`config.mk`:
```
export PLATFORM = sky130hd
export DESIGN_NAME = mips_muldiv
export DESIGN_NICKNAME = d
export VERILOG_FILES = /design/src/rtl/mips_pkg.sv /design/src/rtl/mips_muldiv.sv
export SDC_FILE = /design/constraint.sdc
export NUM_CORES = 1
export LEC_CHECK = 0
export CAP_MARGIN = 20
export CELL_PAD_IN_SITES_DETAIL_PLACEMENT = 1
export CELL_PAD_IN_SITES_GLOBAL_PLACEMENT = 2
export CORE_ASPECT_RATIO = 1.1
export CORE_UTILIZATION = 35
export CTS_BUF_LIST = sky130_fd_sc_hd__clkbuf_2
export CTS_CLUSTER_DIAMETER = 50
export DETAILED_ROUTE_END_ITERATION = 10
export HOLD_SLACK_MARGIN = 0.03
export PLACE_DENSITY_LB_ADDON = 0.1
export SLEW_MARGIN = 20
export SYNTH_ARGS = -nofsm -noshare
export SYNTH_HDL_FRONTEND = slang
export SYNTH_SLANG_ARGS = --single-unit
```
`constraint.sdc`:
```
create_clock -name clk -period 4 [get_ports clk]
set_input_delay 0.6 -clock clk [delete_from_list [all_inputs] [get_ports clk]]
set_output_delay 0.6 -clock clk [all_outputs]
set_load 0.02 [all_outputs]
```
`src/rtl/mips_pkg.sv`:
```
// Shared types for the MIPS execute-stage multiply/divide unit.
package mips_pkg;

  typedef enum logic [1:0] {
    MD_MULT  = 2'b00,
    MD_MULTU = 2'b01,
    MD_DIV   = 2'b10,
    MD_DIVU  = 2'b11
  } muldiv_op_t;

  typedef enum logic [1:0] {
    IDLE  = 2'b00,
    RUN   = 2'b01,
    FIXUP = 2'b10,
    DONE  = 2'b11
  } muldiv_state_t;

endpackage

```
`src/rtl/mips_muldiv.sv`:
```
// Radix-2 iterative MULT/MULTU/DIV/DIVU with HI/LO; done pulses WIDTH+2 cycles after start.
// No backpressure: start is ignored while busy, cancel aborts back to IDLE without touching HI/LO.
module mips_muldiv
  import mips_pkg::*;
#(
  parameter int WIDTH = 32
) (
  input  logic             clk,
  input  logic             reset,
  input  logic             start,
  input  logic [1:0]       op,
  input  logic [WIDTH-1:0] srca,
  input  logic [WIDTH-1:0] srcb,
  input  logic             cancel,
  input  logic             mthi,
  input  logic             mtlo,
  input  logic [WIDTH-1:0] wdata,
  output logic             busy,
  output logic             done,
  output logic [WIDTH-1:0] hi,
  output logic [WIDTH-1:0] lo
);

  localparam int CNT_W = $clog2(WIDTH) + 1;

  muldiv_state_t      state, state_nx;
  muldiv_op_t         op_in;
  logic [CNT_W-1:0]   cnt;
  logic [2*WIDTH-1:0] acc;
  logic [WIDTH-1:0]   opb;
  logic               div_q, neg_q, sa_q, dz_q;

  logic               accept, last, is_signed, is_div;
  logic [WIDTH-1:0]   mag_a, mag_b;
  logic [WIDTH:0]     msum, rsh, trial;
  logic               qbit;
  logic [2*WIDTH-1:0] mul_nx, div_nx, prod;
  logic [WIDTH-1:0]   quot, rem, quot_f, rem_f;

  assign op_in  = muldiv_op_t'(op);
  assign accept = start && ((state == IDLE && !cancel) || state == DONE);
  assign last   = (cnt == CNT_W'(WIDTH - 1));

  always_ff @(posedge clk or negedge reset) begin
    if (!reset) state <= IDLE;
    else        state <= state_nx;
  end

  always_comb begin
    state_nx = state;
    case (state)
      IDLE:    if (accept) state_nx = RUN;
      RUN:     if (cancel) state_nx = IDLE;
               else if (last) state_nx = FIXUP;
      FIXUP:   state_nx = cancel ? IDLE : DONE;
      DONE:    state_nx = accept ? RUN : IDLE;
      default: state_nx = IDLE;
    endcase
  end

  always_comb begin
    busy = (state == RUN) || (state == FIXUP);
    done = (state == DONE);
  end

  // Signed ops run on magnitudes; signs are reapplied in FIXUP.
  assign is_signed = (op_in == MD_MULT) || (op_in == MD_DIV);
  assign is_div    = (op_in == MD_DIV) || (op_in == MD_DIVU);
  assign mag_a     = (is_signed && srca[WIDTH-1]) ? -srca : srca;
  assign mag_b     = (is_signed && srcb[WIDTH-1]) ? -srcb : srcb;

  // Multiply: multiplier sits in the low half and shifts out as the product shifts in.
  assign msum   = {1'b0, acc[2*WIDTH-1:WIDTH]} + (acc[0] ? {1'b0, opb} : '0);
  assign mul_nx = {msum, acc[WIDTH-1:1]};

  // Divide: remainder in the high half, dividend bits shift up into it, quotient bits fill the low end.
  assign rsh    = acc[2*WIDTH-1:WIDTH-1];
  assign trial  = rsh - {1'b0, opb};
  assign qbit   = !trial[WIDTH];
  assign div_nx = {(qbit ? trial[WIDTH-1:0] : rsh[WIDTH-1:0]), acc[WIDTH-2:0], qbit};

  assign prod   = neg_q ? -acc : acc;
  assign quot   = acc[WIDTH-1:0];
  assign rem    = acc[2*WIDTH-1:WIDTH];
  assign quot_f = dz_q ? '1 : (neg_q ? -quot : quot);
  // With a zero divisor the remainder is the dividend magnitude, so re-signing restores srca.
  assign rem_f  = sa_q ? -rem : rem;

  always_ff @(posedge clk or negedge reset) begin
    if (!reset) begin
      cnt   <= '0;
      acc   <= '0;
      opb   <= '0;
      div_q <= 1'b0;
      neg_q <= 1'b0;
      sa_q  <= 1'b0;
      dz_q  <= 1'b0;
    end else if (accept) begin
      cnt   <= '0;
      acc   <= {{WIDTH{1'b0}}, mag_a};
      opb   <= mag_b;
      div_q <= is_div;
      neg_q <= is_signed && (srca[WIDTH-1] ^ srcb[WIDTH-1]);
      sa_q  <= is_signed && srca[WIDTH-1];
      dz_q  <= is_div && (srcb == '0);
    end else if (state == RUN) begin
      cnt <= cnt + CNT_W'(1);
      acc <= div_q ? div_nx : mul_nx;
    end
  end

  always_ff @(posedge clk or negedge reset) begin
    if (!reset) begin
      hi <= '0;
      lo <= '0;
    end else if (state == FIXUP) begin
      if (!cancel) begin
        hi <= div_q ? rem_f  : prod[2*WIDTH-1:WIDTH];
        lo <= div_q ? quot_f : prod[WIDTH-1:0];
      end
    end else if (!busy) begin
      if (mthi) hi <= wdata;
      if (mtlo) lo <= wdata;
    end
  end

endmodule

```
==> impl_metrics.csv, run 1 <==
group,metric,value,unit
cells_and_area,drive_gt1_frac,0.0732,
synth,synth_edf_count,0,
floorplanning,num_rows,77,
timing,fmax,271,MHz
min_path,holdCritPathClass,"in -> reg",
clocking,insertion_delay,0.96,ns
route,drc,0,
worst_setup_path,worstPathCellList,"ha_1 > nand4_1 > a2111o_1 > a311oi_1 > o2111ai_1 > a21oi_1 > mux2_2 > o211ai_1 > mux2i_1 > o221ai_1",
grt,grt_start_max_net_pins,91,
timing,post-route-period-util,0.924,
timing,tightest_slew,0.953,ns
worst_setup_path,crit_path_max_incr_delay,0.59,ns
floorplanning,coreArea,0.0404,mm^2
clocking,clock_path_buffers,2,
grt,grt_pass1_wl,81.6,mm
clocking,cts_tree,"done",
timing,rsz0062_at_grt,"no",
floorplanning,start_util,0.357,
synth,synth_cells,1801,
clocking,postCtsSetupBuffers,0,
grt,grt.overflow.total,0,
route,dr.pass1.iters,5,
synth,async_reset_ff_frac,1.00,
job,drv_cap,0,
cells_and_area,syn_to_final_growth,19.9,%
timing,min_period,3.70,ns
worst_setup_path,worstSetupPathType,"reg -> reg",
synth,syn_nets,1981,
clocking,clk_pin_slew_worst_paths,0.29,ns
floorplanning,die_w,196,um
floorplanning,die_area,0.0420,mm^2
placed_design,gp_congestion,0.859,
cells_and_area,multi_input_area,0.00946,mm^2
worst_setup_path,crit_arrival,4.59,ns
timing,finalSetupTns,0,ns
placed_design,place_hpwl,40.9,mm
worst_setup_path,start_kind,"register",
route,postRouteAntennaNets,0,
grt,antenna_found_initial,2,
clocking,cts_buffers,17,
route,drt-initial-drc-count,578,
cells_and_area,fin_cells,2495,
synth,ys_warn_count,0,
power_and_ir_drop,power.leakage,7.32,nW
worst_setup_path,cp_top_family,"compound AO/OA/AOI/OAI gates",
timing,slew_viol_final,0,
worst_setup_path,cpMaxStageDelayCell,"dfrtp_1",
power_and_ir_drop,power_density,900,mW/mm^2
clocking,clock-root-buffer,"clkbuf_2",
timing,hold_viol,0,
route,num_vias,13900,
synth,synth_top_area_cell,"dfrtp_1",
status,status,"complete, no violations",
synth,synthDistinctLibCells,76,
synth,syn_avg_cell_area,8.01,um^2
synth,synth_area_leaders,"dfrtp_1 (30%), o21ai_0 (7.1%), xnor2_1 (6.5%)",
worst_setup_path,crit_path_max_fanout,6,
synth,yosysSeqAreaShare,0.298,
clocking,htree_levels,4,
worst_setup_path,cp_num_buf_inv,0,
timing,setup_viol,0,
synth,dominantRegCellSynth,"dfrtp_1",
floorplanning,ios,170,
placed_design,io_buffers,169,
cells_and_area,register_area,0.00431,mm^2
worst_setup_path,crit_path_end_kind,"register",
route,wl,51.8,mm
worst_setup_path,required,4.89,ns
floorplanning,dieHeight,215,um
grt,grt_pass1_vias,14300,
route,wl_per_cell,20.7,um
synth,syn_area,0.0144,mm^2
cells_and_area,nets,2148,
placed_design,dp.cells,2460,
timing,finalClockSkew,0.0496,ns
timing,slew_headroom,0.365,
grt,grt.total_usage,0.249,
synth,yosysTopAreaCellShare,0.298,
route,vias_per_cell,5.58,
clocking,cts.sinks,172,
power_and_ir_drop,ir_drop,0.313,mV
synth,ys_ff_latch,172,
cells_and_area,n_fill_cell,4865,
[registers in the layout, indices dropped and copies added, names as in the netlist]
name,flops
cnt,6
sa_q,1
acc,64
neg_q,1
div_q,1
state,2
opb,32
hi,32
dz_q,1
lo,32
[timing repair]
| action | CTS | global route |
|---|---|---|
| resized for setup | 0 | 0 |
| hold buffers | 1 | 0 |
| endpoints found under the hold margin | 88 | 0 |
[cells in the final DEF (no fill, tap or decap), types with 10 or more instances in the layout]
cell type and instances:
a21o_1 32, o22ai_1 31, clkbuf_2 19, nand2b_1 22
xnor2_1 107, o21a_1 11, inv_1 68, o41ai_1 13
nor4_1 18, a22oi_1 17, dfrtp_1 171, ha_1 72
a211oi_1 19, o21ai_0 203, nand3_1 19, mux2i_1 78
or3_1 17, a31oi_1 19, nor2b_1 13, o31ai_1 23
xor2_1 61, nand2_1 222, nand4_1 10, a21oi_1 108
clkdlybuf4s50_1 168, buf_4 78, o211ai_1 43, nor3_1 32
nor2_1 137
[final cells by class]
class                           count  area share
Multi-Input combinational cell   1454       0.547
Sequential cell                   172       0.249
Timing Repair Buffer              253       0.138
Tap cell                          513      0.0371
Inverter                           70      0.0152
Clock inverter                     12     0.00810
Clock buffer                       19     0.00550
Antenna cell                        2    0.000289
[layer usage]
layer | vias up | wire length, um | global-route usage
met4 | 0 | 1310 | 0.0816
li1 | 6826 | - | -
met3 | 56 | 1760 | 0.0323
met5 | - | 0 | 0
met2 | 239 | 25500 | 0.433
met1 | 6801 | 23200 | 0.317
[metrics by stage]
stage | cell area, um^2 | setup WS (ns) | hold slack (ns) | utilization | total power [W]
6_report | 17300 | 0.304 | 0.246 | 0.428 | 0.0156
3_3_place_gp | 17000 | 0.297 | 0.461 | 0.422 | 0.0144
2_1_floorplan | 14400 | 0.568 | 0.304 | - | 0.0106
5_1_grt | 17300 | 0.0585 | 0.232 | 0.428 | 0.0169
3_5_place_dp | 17000 | 0.271 | 0.471 | 0.422 | 0.0146
4_1_cts | 17300 | 0.251 | 0.178 | 0.428 | 0.0156
[Yosys cell counts (all sizes together) (18+ instances only)]
master	n
nand2	223
o21ai	210
dfrtp	172
nor2	137
a21oi	108
xnor2	107
clkbuf	92
mux2i	78
ha	74
inv	68
xor2	61
o211ai	43
a21o	33
nor3	32
o22ai	31
o31ai	23
nand2b	22
a31oi	20
a211oi	19
nand3	19
nor4	19
or3	18
[where the power goes]
part	switching, W	internal (W)	total [W]
clock network	0.000730	0.000298	0.00103
logic	0.00639	0.00463	0.0110
registers	0.000962	0.00256	0.00352
total	0.00808	0.00749	0.0156
[cell families (layout without fill, tap and decap cells)]
kind of cell    count (synthesis)  count (layout)  synth area share
compound gates                579             579             0.250
xor+xnor                      168             168             0.102
fa+ha+maj                      76              76            0.0670
buf+inv                       175             354            0.0477
flops                         172             172             0.298
mux                            84              84            0.0588
other cells                     0               2                 0
simple gates                  547             547             0.176
[worst min-delay path, stage by stage]
cell and delay (ns):
clkdlybuf4s50_1 0.41, mux2i_1 0.12, o21ai_0 0.08
[worst paths after layout]
check                           cells past startpoint                 from                   to  slack (ns)
worst min register to register                      2  opb[29]$_DFFE_PN0P_  opb[29]$_DFFE_PN0P_        0.51
worst max-delay path                               10  acc[39]$_DFFE_PN0P_  acc[59]$_DFFE_PN0P_        0.30
worst max register to register                     10  acc[39]$_DFFE_PN0P_  acc[59]$_DFFE_PN0P_        0.30
min in group asynchronous                           2                reset  acc[12]$_DFFE_PN0P_        0.28
max in group asynchronous                           3                reset  acc[38]$_DFFE_PN0P_        2.76
worst min-delay path                                3             wdata[7]    hi[7]$_DFFE_PN0P_        0.25
Note: power is estimated with default switching activity, not from simulation.
==> run 2: changes to the inputs <==
--- a/config.mk
+++ b/config.mk
@@ -5,6 +5,7 @@
 export SDC_FILE = /design/constraint.sdc
 export NUM_CORES = 1
 export LEC_CHECK = 0
+export ABC_CLOCK_PERIOD_IN_PS = 4000
 export CAP_MARGIN = 20
 export CELL_PAD_IN_SITES_DETAIL_PLACEMENT = 1
 export CELL_PAD_IN_SITES_GLOBAL_PLACEMENT = 2
==> results of run 2 <==
The final DEF is identical to that of run 1; final timing and power are the same.
